File: src/rtl/dec_ins_if.sv
// rtl/dec_ins_if.sv - register-file access bus between decode stage and shared register file
interface dec_ins_if #(
    parameter int WORD_SIZE = 32
) ();
    logic                 reg_on;
    logic                 reg_w;
    logic [WORD_SIZE-1:0] reg_addr;
    logic [WORD_SIZE-1:0] reg_data_out;

    modport master (
        output reg_on,
        output reg_w,
        output reg_addr,
        input  reg_data_out
    );

    modport slave (
        input  reg_on,
        input  reg_w,
        input  reg_addr,
        output reg_data_out
    );
endinterface

File: src/rtl/dec_ins.sv
// rtl/dec_ins.sv - MIPS decode/operand-fetch stage; optional opcode check under DEC_ILLEGAL_CHK_EN
module dec_ins #(
    parameter int                    WORD_SIZE  = 32,
    parameter int                    TIMER_SIZE = 3,
    parameter logic [TIMER_SIZE-1:0] CYC_DECODE = 3'd2
) (
    input  logic                  clk,
    input  logic                  rst,
    input  logic [TIMER_SIZE-1:0] timer,
    input  logic [WORD_SIZE-1:0]  ir_reg,
    dec_ins_if.master             rf,
    output logic [5:0]            opcode,
    output logic [4:0]            rs,
    output logic [4:0]            rt,
    output logic [4:0]            rd,
    output logic [4:0]            shamt,
    output logic [5:0]            funct,
    output logic [WORD_SIZE-1:0]  imm_ext,
    output logic [25:0]           jtarget,
    output logic [WORD_SIZE-1:0]  a_reg,
    output logic [WORD_SIZE-1:0]  b_reg,
    output logic                  busy,
    output logic                  dec_done,
    output logic                  illegal_op
);

    typedef enum logic [2:0] {
        IDLE = 3'd0,
        RS   = 3'd1,
        RT   = 3'd2,
        CAP  = 3'd3,
        DONE = 3'd4
    } state_t;

    state_t                state_q, state_d;
    logic [WORD_SIZE-1:0]  ir_q, ir_d;
    logic [WORD_SIZE-1:0]  a_q, a_d;
    logic [WORD_SIZE-1:0]  b_q, b_d;
    logic [TIMER_SIZE-1:0] timer_prev_q;
    logic                  start;

    // Decode begins only on the cycle the timer rises into the decode phase
    assign start = (state_q == IDLE) && (timer == CYC_DECODE) && (timer_prev_q != CYC_DECODE);

    assign opcode  = ir_q[31:26];
    assign rs      = ir_q[25:21];
    assign rt      = ir_q[20:16];
    assign rd      = ir_q[15:11];
    assign shamt   = ir_q[10:6];
    assign funct   = ir_q[5:0];
    assign jtarget = ir_q[25:0];
    assign a_reg   = a_q;
    assign b_reg   = b_q;
    assign busy    = (state_q != IDLE);
    assign rf.reg_w = 1'b0;

    // Immediate extension: logical ops zero-extend, lui shifts up, everything else sign-extends
    always_comb begin
        imm_ext = {{(WORD_SIZE-16){ir_q[15]}}, ir_q[15:0]};
        case (ir_q[31:26])
            6'h0C, 6'h0D, 6'h0E: imm_ext = {{(WORD_SIZE-16){1'b0}}, ir_q[15:0]};
            6'h0F:               imm_ext = {ir_q[15:0], {(WORD_SIZE-16){1'b0}}};
            default:             imm_ext = {{(WORD_SIZE-16){ir_q[15]}}, ir_q[15:0]};
        endcase
    end

    // Next-state and register-file port control; read data arrives one clock after the address
    always_comb begin
        state_d     = state_q;
        ir_d        = ir_q;
        a_d         = a_q;
        b_d         = b_q;
        rf.reg_on   = 1'b0;
        rf.reg_addr = '0;
        dec_done    = 1'b0;
        case (state_q)
            IDLE: begin
                if (start) begin
                    ir_d    = ir_reg;
                    state_d = RS;
                end
            end
            RS: begin
                rf.reg_on   = 1'b1;
                rf.reg_addr = {{(WORD_SIZE-5){1'b0}}, rs};
                state_d     = RT;
            end
            RT: begin
                rf.reg_on   = 1'b1;
                rf.reg_addr = {{(WORD_SIZE-5){1'b0}}, rt};
                a_d         = (rs == 5'd0) ? '0 : rf.reg_data_out;
                state_d     = CAP;
            end
            CAP: begin
                b_d     = (rt == 5'd0) ? '0 : rf.reg_data_out;
                state_d = DONE;
            end
            DONE: begin
                dec_done = 1'b1;
                state_d  = IDLE;
            end
            default: state_d = IDLE;
        endcase
    end

    // State, instruction, operand and timer-history registers
    always_ff @(posedge clk or posedge rst) begin
        if (rst) begin
            state_q      <= IDLE;
            ir_q         <= '0;
            a_q          <= '0;
            b_q          <= '0;
            timer_prev_q <= '0;
        end else begin
            state_q      <= state_d;
            ir_q         <= ir_d;
            a_q          <= a_d;
            b_q          <= b_d;
            timer_prev_q <= timer;
        end
    end

`ifdef DEC_ILLEGAL_CHK_EN
    logic illegal_q, illegal_d;
    logic op_legal;

    // Opcodes the core implements; anything else is flagged
    always_comb begin
        op_legal = 1'b0;
        case (ir_reg[31:26])
            6'h00, 6'h02, 6'h03, 6'h04, 6'h05,
            6'h08, 6'h09, 6'h0A, 6'h0B, 6'h0C, 6'h0D, 6'h0E, 6'h0F,
            6'h23, 6'h2B: op_legal = 1'b1;
            default:      op_legal = 1'b0;
        endcase
    end

    // Illegal flag is sampled with the instruction and held until the next decode
    always_comb begin
        illegal_d = illegal_q;
        if (start) illegal_d = ~op_legal;
    end

    // Illegal-opcode flag register
    always_ff @(posedge clk or posedge rst) begin
        if (rst) illegal_q <= 1'b0;
        else     illegal_q <= illegal_d;
    end

    assign illegal_op = illegal_q;
`else
    assign illegal_op = 1'b0;
`endif

endmodule

File: src/flat_wrapper.sv
// flat-port wrapper written by rule: the top's interface ports become plain ports
module dec_ins_flat 
#(
    parameter int                    WORD_SIZE  = 32,
    parameter int                    TIMER_SIZE = 3,
    parameter logic [TIMER_SIZE-1:0] CYC_DECODE = 3'd2
)
  (clk, rst, timer, ir_reg, opcode, rs, rt, rd, shamt, funct, imm_ext, jtarget, a_reg, b_reg, busy, dec_done, illegal_op, rf_reg_on, rf_reg_w, rf_reg_addr, rf_reg_data_out);
  dec_ins_if #(.WORD_SIZE(WORD_SIZE)) rf_i ();
  input  logic clk;
  input  logic rst;
  input  logic [TIMER_SIZE-1:0] timer;
  input  logic [WORD_SIZE-1:0] ir_reg;
  output logic [5:0] opcode;
  output logic [4:0] rs;
  output logic [4:0] rt;
  output logic [4:0] rd;
  output logic [4:0] shamt;
  output logic [5:0] funct;
  output logic [WORD_SIZE-1:0] imm_ext;
  output logic [25:0] jtarget;
  output logic [WORD_SIZE-1:0] a_reg;
  output logic [WORD_SIZE-1:0] b_reg;
  output logic busy;
  output logic dec_done;
  output logic illegal_op;
  output wire logic [$bits(rf_i.reg_on)-1:0] rf_reg_on;
  output wire logic [$bits(rf_i.reg_w)-1:0] rf_reg_w;
  output wire logic [$bits(rf_i.reg_addr)-1:0] rf_reg_addr;
  input wire logic [$bits(rf_i.reg_data_out)-1:0] rf_reg_data_out;
  assign rf_reg_on = rf_i.reg_on;
  assign rf_reg_w = rf_i.reg_w;
  assign rf_reg_addr = rf_i.reg_addr;
  assign rf_i.reg_data_out = rf_reg_data_out;
  dec_ins #(.WORD_SIZE(WORD_SIZE), .TIMER_SIZE(TIMER_SIZE), .CYC_DECODE(CYC_DECODE)) u_core (.clk(clk), .rst(rst), .timer(timer), .ir_reg(ir_reg), .rf(rf_i), .opcode(opcode), .rs(rs), .rt(rt), .rd(rd), .shamt(shamt), .funct(funct), .imm_ext(imm_ext), .jtarget(jtarget), .a_reg(a_reg), .b_reg(b_reg), .busy(busy), .dec_done(dec_done), .illegal_op(illegal_op));
endmodule
File: config.mk
export PLATFORM = sky130hd
export DESIGN_NAME = dec_ins_flat
export DESIGN_NICKNAME = d
export VERILOG_FILES = /design/src/rtl/dec_ins_if.sv /design/src/rtl/dec_ins.sv /design/src/flat_wrapper.sv
export SDC_FILE = /design/constraint.sdc
export NUM_CORES = 1
export LEC_CHECK = 0
export BUFFER_PORTS_ARGS = -buffer_cell sky130_fd_sc_hd__buf_4
export CORE_MARGIN = 1.5
export CORE_UTILIZATION = 38
export CTS_CLUSTER_SIZE = 30
export DETAILED_ROUTE_END_ITERATION = 8
export GPL_TIMING_DRIVEN = 0
export PLACE_DENSITY = 0.67
export SLEW_MARGIN = 20
export SYNTH_ARGS = -nofsm -noshare
export SYNTH_HDL_FRONTEND = slang
export SYNTH_SLANG_ARGS = --single-unit
File: constraint.sdc
create_clock -name clk -period 7.22 [get_ports clk]
set_clock_uncertainty 0.1 [all_clocks]
set_input_delay 1.444 -clock clk [delete_from_list [all_inputs] [get_ports clk]]
set_output_delay 1.444 -clock clk [all_outputs]
set_load 0.01 [all_outputs]
# == Word-level counts from Yosys, hierarchy flattened ==
# Cells that the tools add are included.
# classes
eq_ne,11
muxes,8
n_reduce_logical,9
# ops
operator,n
32-bit two-way mux,2
32-bit one-hot mux with 2 select lines,1
"6-bit by 4-bit equality test with 1-bit output, second input constant",4
3-bit one-hot mux with 4 select lines,1
5-bit zero test,2
5-bit one-hot mux with 2 select lines,1
"3-bit by 2-bit equality test with 1-bit output, second input constant",3
"3-bit by 1-bit equality test with 1-bit output, second input constant",1
"3-bit equality test, second input constant",1
3-bit zero test,1
3-bit two-way mux,1
"3-bit by 2-bit != test with 1-bit output, second input constant",1
3-bit nonzero test,1
3-bit OR reduction,1
1-bit logical AND,2
1-bit two-way mux,2
"2-bit by 1-bit != test with 1-bit output, second input constant",1
2-bit AND reduction,1
2-bit OR reduction,1
# totals
reg_bits,102
input_bits,69
output_inout_bits,191

# == Longest topological paths before layout ==
# logic_depth
depth_word,5
ltp_mapped,6
depth_no_buf,4

# == Worst setup path before layout ==
# OpenSTA, ideal clock, no wires.
# synth_timing
path_kind,reg2out
startpoint,reg u_core.ir_q[31]
endpoint,out imm_ext[16]
t_arrival_ns,1.309
required_ns,5.676
path_slack_ns,4.367
stages_incl_launch_ff,6
n_path_buf,2
path_cell_list,dfrtp_1 > nand4bb_1 > and2_1 > clkbuf_1 > clkbuf_1 > a21o_1
# synth_via
elab_chain_cells,3
# synth_rtl
item,line_no,rtl
"start, declared",dec_ins.sv:36,"logic [WORD_SIZE-1:0] ir_q, ir_d;"
"start signal, assigned",dec_ins.sv:116,ir_q <= ir_d;
6-bit by 4-bit equality test with 1-bit output,dec_ins.sv:60,case (ir_q[31:26])
3-bit OR reduction,dec_ins.sv:60,
32-bit one-hot mux with 2 select lines *,dec_ins.sv:60,
"end, declared",flat_wrapper.sv:20,output logic [WORD_SIZE-1:0] imm_ext;
# Mark *: on every way between the ends. The rest lies on a longest branch, timed or not.

# == Worst setup path in the final report ==
# layout_timing
startpoint,reg u_core.ir_q[31]
endpoint,out imm_ext[10]
# The elaborated chain is that of the path after synthesis.

==> flow_summary.ini <==
[clocking]
clock_latency_ns = 0.33
ctsResizeCount = 0
cts_tree = built
clkTransAtPathRegs_ns = 0.07
cts_buffer_depth = 2
numCtsBuffers = 9
cts.sinks = 102
cts-root-buf = clkbuf_16
htree_levels = 3
postCtsSetupBuffers = 0
cts.hold.buffers_added = 0

[place]
portBuffers = 230
dpl.hpwl_um = 10600
dp_cells = 912
gp_congestion = 0.827

[timing]
fin_crit_sh = 0.510
slew_headroom = 0.665
tns_ns = 0
hold_viol = 0
worst_pin_slew_ns = 0.502
finalCriticalPeriod_ns = 3.68
setup_viol = 0
rsz0062_at_grt = false
fmax_mhz = 272
slew_viol_final = 0
whs_ns = 0.385

[global_route]
grt_start_max_net_pins = 63
overflow = 0
grt_pass1_wl_um = 20200
antenna_found_initial = 0
grtUsageTotal = 0.191
grt_pass1_vias = 3867

[drt]
post_drt_wl_per_cell_um = 14.9
drt_iter0_drc = 216
wirelength_um = 13800
vias = 4168
route.detailed.drc = 0
vias_per_cell = 4.50
firstDrtPassIters = 5
postRouteAntennaNets = 0

[logic_synthesis]
postSynthAreaPerCell_um2 = 10.2
ys_top_cells_by_count = nand2_1 (129), dfrtp_1 (102), buf_4 (56)
ys_top_cells_by_area = dfrtp_1 (52%), nand2_1 (9.8%), mux2_4 (9.2%)
ys_seq_elements = 102
yosys.area.top_type = dfrtp_1
ys_types = 31
syn_inst = 481
synth_area_um2 = 4920
synth_top_area_share = 0.519
ys_warn_count = 0
yosysSeqAreaShare = 0.519
synth-edff-count = 0
synth_ff_type = dfrtp_1
synth_most_common_cell = nand2_1
synthArstFlopShare = 1.00

[floorplanning]
row_count = 41
die_x_um = 117
start_util = 0.390
coreArea_um2 = 12600
io_pins = 260
die_y_um = 117
die-area_um2 = 13600

[power_and_ir_drop]
power_density_nw_per_um2 = 463
ir_worst_vdd_mv = 0.246
leakage_uw = 0.00392

[flow_run]
maxCapViolations = 0

[worst_setup_path]
cp_data_arrival_time_ns = 2.14
critPathLaunchType = register
crit_path_end_kind = output port
cp.required_ns = 5.68
path_class = reg -> out
critPathMaxFanout = 10
rrSetupSlack_ns = 5.35

[worst_hold_path]
hp-class = reg -> reg

[finish]
antennaDiodeCount = 0
utilization = 0.577
final_nets = 820
fillCellCount = 1114
layout-drive-gt1-share = 0.479
stdcell_count = 927
areaGrowthSynthToFinish_pct = 48.2

[outcome]
status = complete, no violations
-- worst paths after layout --
path                             startpoint          endpoint  cells after the start
min                        u_core.b_reg[27]  u_core.b_reg[27]                      2
max in group asynchronous               rst  u_core.a_reg[31]                      3
min in group asynchronous               rst    u_core.ir_q[1]                      2
max reg2reg                 u_core.ir_q[17]   u_core.b_reg[7]                      4
min reg2reg                u_core.b_reg[27]  u_core.b_reg[27]                      2
max                         u_core.ir_q[31]       imm_ext[10]                      5
-- cell usage in the layout (no fill, tap or decap), types with 7 or more instances in the layout --
cell type and n:
dfrtp_1 102, clkbuf_1 12, mux2_4 30, nor2b_1 18, conb_1 29, nand2_1 129
o21ai_0 48, a21o_1 15, nor2_1 7, o21ai_1 16, clkbuf_16 9, buf_6 7
buf_4 286, buf_2 10
-- stage by stage --
stage | cell area [µm²] | total power, µW | worst slack, ns
after floorplan | 5020 | 1980 | 3.00
after global placement | 6960 | 2880 | 1.87
after detailed placement | 7000 | 2920 | 3.93
after CTS | 7290 | 3410 | 3.55
after global routing | 7290 | 3610 | 3.44
final | 7290 | 3370 | 3.54
-- report_power, final --
group	switching, µW	total (µW)	internal, µW
combinational	819	1820	998
clock	199	474	275
sequential	244	1080	840
-- cells by family (layout without fill, tap and decap cells) --
logic type / count (synthesis) / in the layout / synth area share
flip-flops: 102 / 102 / 0.519
multiplexers: 32 / 32 / 0.0962
other: 1 / 29 / 0.000763
AND/OR/NAND/NOR: 168 / 168 / 0.156
buffers and inverters: 90 / 336 / 0.125
AO/OA/AOI/OAI: 88 / 88 / 0.103
-- cell type report --
class	instances	area, µm²	area share
buffer	87	606	0.0831
clock buffer	11	243	0.0333
clock inverter	4	47.5	0.00652
inverter	3	16.3	0.00223
multi-input combinational	317	1850	0.254
sequential	102	2550	0.350
tap	172	215	0.0295
timing repair buffer	231	1750	0.241
-- critical path: stages, from the launching register on --
cell and delay (ns):
dfrtp_1 0.40, nand4bb_1 0.24, nor2_1 0.39, clkbuf_1 0.44
nor2b_1 0.15, buf_4 0.18
-- layer usage --
metal / vias up / global-route usage / share of wire / routed length [µm]
li1: 2024 / - / - / -
met1: 2012 / 0.256 / 0.42 / 5770
met5: - / 0 / 0 / 0
met3: 8 / 0.0280 / 0.040 / 551
met2: 124 / 0.325 / 0.53 / 7390
met4: 0 / 0.0530 / 0.0090 / 124
Note: power is estimated with default switching activity, not from simulation.
